**src/rtl/sp_spi_engine.sv**
```systemverilog
// Byte-wide SPI master, mode 0, MSB first, for the service processor SD card pins.
// One byte is shifted out and one is captured per request; chip select is handled elsewhere.
module sp_spi_engine #(
  parameter int DIV_WIDTH   = 8,
  parameter int SYNC_STAGES = 2
) (
  input  logic                 clk,
  input  logic                 reset,
  input  logic [DIV_WIDTH-1:0] div_i,
  input  logic                 tx_valid,
  output logic                 tx_ready,
  input  logic [0:7]           tx_data,
  output logic                 rx_valid,
  output logic [0:7]           rx_data,
  output logic                 busy,
  output logic                 sdcard_sck,
  output logic                 sdcard_mosi,
  input  logic                 sdcard_miso
);

  typedef enum logic [1:0] {IDLE, SHIFT, DONE} state_t;

  state_t                 state;
  logic [DIV_WIDTH-1:0]   div_q;
  logic [DIV_WIDTH-1:0]   hc;
  logic [3:0]             hp;
  logic [0:7]             tx_shift;
  logic [0:7]             rx_shift;
  logic [SYNC_STAGES-1:0] miso_sync;
  logic                   miso_s;
  logic                   accept;

  assign miso_s = miso_sync[SYNC_STAGES-1];
  assign accept = tx_valid && tx_ready;

  // Flops idle high so a floating or released MISO line reads as 1s.
  always_ff @(posedge clk) begin
    if (reset) begin
      miso_sync <= '1;
    end else begin
      miso_sync[0] <= sdcard_miso;
      for (int i = 1; i < SYNC_STAGES; i++) begin
        miso_sync[i] <= miso_sync[i-1];
      end
    end
  end

  // hp counts the 16 SCK half-periods; its LSB is the SCK level.
  always_ff @(posedge clk) begin
    if (reset) begin
      state       <= IDLE;
      tx_ready    <= 1'b1;
      busy        <= 1'b0;
      rx_valid    <= 1'b0;
      rx_data     <= '0;
      sdcard_sck  <= 1'b0;
      sdcard_mosi <= 1'b1;
      div_q       <= '0;
      hc          <= '0;
      hp          <= '0;
      tx_shift    <= '0;
      rx_shift    <= '0;
    end else begin
      rx_valid <= 1'b0;
      case (state)
        IDLE, DONE: begin
          sdcard_sck  <= 1'b0;
          sdcard_mosi <= 1'b1;
          state       <= IDLE;
          if (accept) begin
            tx_shift    <= tx_data;
            div_q       <= div_i;
            hc          <= '0;
            hp          <= '0;
            sdcard_mosi <= tx_data[0];
            tx_ready    <= 1'b0;
            busy        <= 1'b1;
            state       <= SHIFT;
          end
        end
        SHIFT: begin
          if (hc == div_q) begin
            hc <= '0;
            hp <= hp + 4'd1;
            if (!hp[0]) begin
              rx_shift   <= {rx_shift[1:7], miso_s};
              sdcard_sck <= 1'b1;
            end else if (hp == 4'd15) begin
              state       <= DONE;
              rx_valid    <= 1'b1;
              rx_data     <= rx_shift;
              sdcard_sck  <= 1'b0;
              sdcard_mosi <= 1'b1;
              tx_ready    <= 1'b1;
              busy        <= 1'b0;
            end else begin
              tx_shift    <= {tx_shift[1:7], 1'b0};
              sdcard_mosi <= tx_shift[1];
              sdcard_sck  <= 1'b0;
            end
          end else begin
            hc <= hc + 1'b1;
          end
        end
        default: state <= IDLE;
      endcase
    end
  end

endmodule

```
**config.mk**
```make
export PLATFORM = sky130hd
export DESIGN_NAME = sp_spi_engine
export DESIGN_NICKNAME = d
export VERILOG_FILES = /design/src/rtl/sp_spi_engine.sv
export SDC_FILE = /design/constraint.sdc
export NUM_CORES = 1
export LEC_CHECK = 0
export ABC_AREA = 1
export ABC_CLOCK_PERIOD_IN_PS = 1800
export CORE_AREA = 4 4 88 90
export CTS_CLUSTER_SIZE = 16
export DETAILED_ROUTE_END_ITERATION = 16
export DIE_AREA = 0 0 92 94
export PLACE_DENSITY_LB_ADDON = 0.05
export SLEW_MARGIN = 5
export SYNTH_ARGS = -nofsm -noshare
export SYNTH_HDL_FRONTEND = slang
export SYNTH_SLANG_ARGS = --single-unit
```
**constraint.sdc**
```tcl
create_clock -name clk -period 1.8 [get_ports clk]
set_input_delay 0.36 -clock clk [delete_from_list [all_inputs] [get_ports clk]]
set_output_delay 0.36 -clock clk [all_outputs]
set_load 0.05 [all_outputs]
```
==> results of run 1 <==
==> cells by family after synthesis <==
logic type / synth area share
flip-flops: 0.4349
AO/OA/AOI/OAI: 0.1129
adder cells (fa/ha/maj): 0.01045
buffers and inverters: 0.07841
XOR/XNOR: 0.02927
AND/OR/NAND/NOR: 0.3340
==> power groups by stage <==
stage,logic (mW),registers (mW),clock network (mW)
after floorplan,0.609,1.42,0
after detailed placement,0.882,1.38,0
final,0.871,1.35,0.703
after global placement,0.879,1.38,0
after global routing,0.996,1.37,0.786
after CTS,0.887,1.35,0.735
==> per-layer routing <==
layer	track usage	up-vias	routed length [um]
met5	0	-	0
met4	0.03342	0	29
met3	0.03045	2	134
met2	0.2238	18	2372
met1	0.1723	886	2657
li1	-	1090	-
==> path summary, 6_finish.rpt <==
path              cells after the start                      end               startpoint
setup / recovery                      8       hp[3]$_SDFFE_PP0P_       hc[3]$_SDFFE_PP0P_
setup reg to reg                      8       hp[3]$_SDFFE_PP0P_       hc[3]$_SDFFE_PP0P_
hold reg to reg                       1  miso_sync[1]$_SDFF_PP1_  miso_sync[0]$_SDFF_PP1_
hold / removal                        1  miso_sync[1]$_SDFF_PP1_  miso_sync[0]$_SDFF_PP1_
==> worst register-to-register path, stage by stage (launching register included) <==
cell	delay (ns)
dfxtp_1	0.44
xnor2_1	0.14
nand2_1	0.08
nor2_2	0.18
nand3_4	0.14
nand2_4	0.23
buf_4	0.18
a21oi_2	0.04
nor2_1	0.09
==> flip-flops by register name, indices dropped and copies added (netlist names), 2 cells and up <==
| register | count |
|---|---|
| div_q | 8 |
| hc | 8 |
| hp | 4 |
| miso_sync | 2 |
| rx_data | 8 |
| rx_shift | 8 |
| state | 2 |
| tx_shift | 7 |
==> repair_timing <==
action                     in CTS  in global routing
setup endpoints to repair       0                  7
gates resized for setup         0                  1
hold buffers                    0                  0
==> area by class of cell <==
type                            instances  area (sq um)
Clock buffer                            5         68.82
Clock inverter                          3         25.02
Fill cell                             777          4120
Inverter                               32         125.1
Multi-Input combinational cell        224          1170
Sequential cell                        52          1041
Tap cell                               99         123.9
Timing Repair Buffer                   45         385.4
==> per-stage QoR <==
stage | cells | power [mW]
final | 460 | 2.924
after global routing | 460 | 3.150
after CTS | 460 | 2.974
after detailed placement | 452 | 2.259
after global placement | 452 | 2.257
after floorplan | 316 | 2.033
==> synth_stat cells, types with 2 or more instances <==
| cell type | count | share of area |
|---|---|---|
| inv_4 | 2 | 0.0052 |
| a21oi_2 | 11 | 0.040 |
| ha_1 | 2 | 0.010 |
| or2_2 | 2 | 0.0052 |
| dfxtp_1 | 52 | 0.43 |
| clkbuf_1 | 4 | 0.0063 |
| nand2_4 | 2 | 0.0094 |
| o21ai_1 | 10 | 0.021 |
| nor3_1 | 5 | 0.010 |
| nand2_1 | 89 | 0.14 |
| a21oi_1 | 11 | 0.023 |
| or2_1 | 2 | 0.0052 |
| nand3_1 | 11 | 0.023 |
| buf_6 | 2 | 0.0094 |
| nor2_2 | 13 | 0.034 |
| inv_1 | 22 | 0.035 |
| xnor2_1 | 7 | 0.026 |
| nand3b_1 | 6 | 0.019 |
| nand2_2 | 2 | 0.0052 |
| nand4_1 | 2 | 0.0052 |
| o21ai_0 | 11 | 0.023 |
| nor2_1 | 31 | 0.049 |
| inv_2 | 7 | 0.011 |
==> results summary, run 1 <==
The flow ran to the end, and the final reports show no timing, DRC or antenna violations. Across every metal layer, demand over resource in global routing totals 0.1329. The net total in the final layout came out at 382.

The minimum clock period is 1.564 ns. In this run, distinct cell masters in the synthesized netlist total 33. The floorplan step defined a core boundary enclosing 0.007059 sq mm. The tightest hold path in the finished design has a slack of 0.4206 ns. Across all register-to-register paths, the minimum setup slack is 0.24 ns. The number of max-cap violations came out at 0. The number of inserted diodes came out at 0. Summed over all failing endpoints, the final setup total negative slack is 0 ns. The share of total power in sequential cells is 0.462. The number of vias after detailed routing is 1996. In the final layout, the share of cells above drive strength 1 is 0.2133. STA classifies the critical path startpoint as a register. In the routed design, unresolved DRC markers number 0. The remaining max-slew budget at the tightest pin is 0.7203. STA classifies the critical path endpoint as a register.

The worst slack after detailed placement is 0.002479 ns. The floorplan die width came out at 92 um. The deepest level of the CTS H-tree came out at 2.

The half-perimeter wire length after detailed placement is 3830 um. The switching portion of total power is 0.3550. The floorplan step defined a die boundary enclosing 0.008648 sq mm. In this run, the number of DRC markers left after iteration 0 of detailed routing was 62.

The initial utilization of the core area, before any placement, comes to 0.3391. After clock tree synthesis, the setup repair step added 0 buffers. The number of warnings printed during yosys synthesis came out at 0. The first-pass iteration count of the detailed router is 4. The power dissipated by switching net loads is 1.038 mW.

The per-cell routed wire length is 11.29 um. The critical setup path kind is register to register. The tree is rooted in a clkbuf_8.

The clock network latency to the later pin of the worst-skew pair is 0.31 ns. For this run, the slowest stage of the critical path takes 0.44 ns. The number of buffers on the longest clock path is 2.

The final number of max-transition violations is 0. In this design, the largest share of critical-path delay is due to simple AND/OR/NAND/NOR gates. Synthesis produced 316 cells. The netlist area before placement is 0.002394 sq mm. The global placement routability congestion came out at 0.7868. The remaining number of nets flagged by the antenna check after routing is 0. Clock-pin slew was measured on the worst setup and hold paths at 0.10 ns. The static power due to leakage is 1.257 nW. The detailed-route vias per instance came out at 4.339. The die boundary height is 94 um. The count of buffers inserted at the top-level ports came out at 32. The most frequently used flop master after synthesis is dfxtp_1. The synthesized design contains 0 enable-type register cells. The first global-routing pass estimated 9197 um of wire.

The cell row count came out at 31. The buffering stage count on the worst path with inverters included is 1. The share of total power in the clock network came out at 0.240.

The worst hold path belongs to the class register to register. The worst path required time is 2.04 ns. The total overflow left after global routing is 0.

Setup repair after global routing left no endpoint under its margin. The post-detailed-routing wire length came out at 5194 um. The library cells used most frequently in the layout, excluding fill and tap cells, are 89 x nand2_1, 52 x dfxtp_1, 31 x nor2_1, 26 x buf_4, 22 x inv_1. The ratio of total power to cell area came out at 995.0 mW/mm^2. The number of buffers added by the clock tree synthesis step came out at 5. The total clock sinks came out at 52. The number of nets produced by synthesis came out at 338. Derived from the worst setup path, the maximum achievable clock frequency is 0.6393 GHz. Summing all placed instances gives a cell area of 0.002840 sq mm.

For the pin with the worst max-slew slack, the measured transition is 0.4185 ns. Along the worst path, the maximum fanout reaches 18. The internal power summed over all cells came out at 1.886 mW. The register bit count reported by yosys is 52.

At the worst endpoint, the arrival time is 1.81 ns. The worst setup slack after layout is 0.2358 ns. The worst-case clock skew came out at 0.01406 ns. Of the total power, combinational logic draws 0.298. The largest net degree at the start of global routing is 19. The register area share after synthesis is 0.4349. TritonCTS built the clock tree. The post-route cell area is 0.002939 sq mm. The number of top-level pins came out at 33.

The average instance area after synthesis is 7.575 sq um. Measured on the finished design, the core utilization comes to 0.4163. The post-route clock period utilization came out at 0.8690. The library cell used most frequently in the layout, excluding fill and tap cells, is nand2_1. IR analysis of the VDD net gives a maximum drop of 0.0004297 V. For this design, the slowest cell found on the critical path is dfxtp_1.

Of all flip-flops after synthesis, the portion carrying an async set or reset was 0. The initial antenna violation count is 0. The layout-stage area growth over the synthesis result is 22.79%.

The hold violation total from the final report came to 0. Setup violations remaining at the end of the flow were counted as 0. The number of global-route vias before repair is 1971.

The critical path goes through xnor2_1 -> nand2_1 -> nor2_2 -> nand3_4 -> nand2_4 -> buf_4 -> a21oi_2 -> nor2_1.
Power figures use the tool's default switching activity.
==> inputs of run 2 (changes only) <==
- SLEW_MARGIN: 5 -> default
==> results of run 2 <==
Final layout, timing and power as in run 1 (identical DEF).
==> inputs of run 3 (changes only) <==
- SLEW_MARGIN: default -> 30
==> results of run 3 <==
Final layout, timing and power as in run 1 (identical DEF).
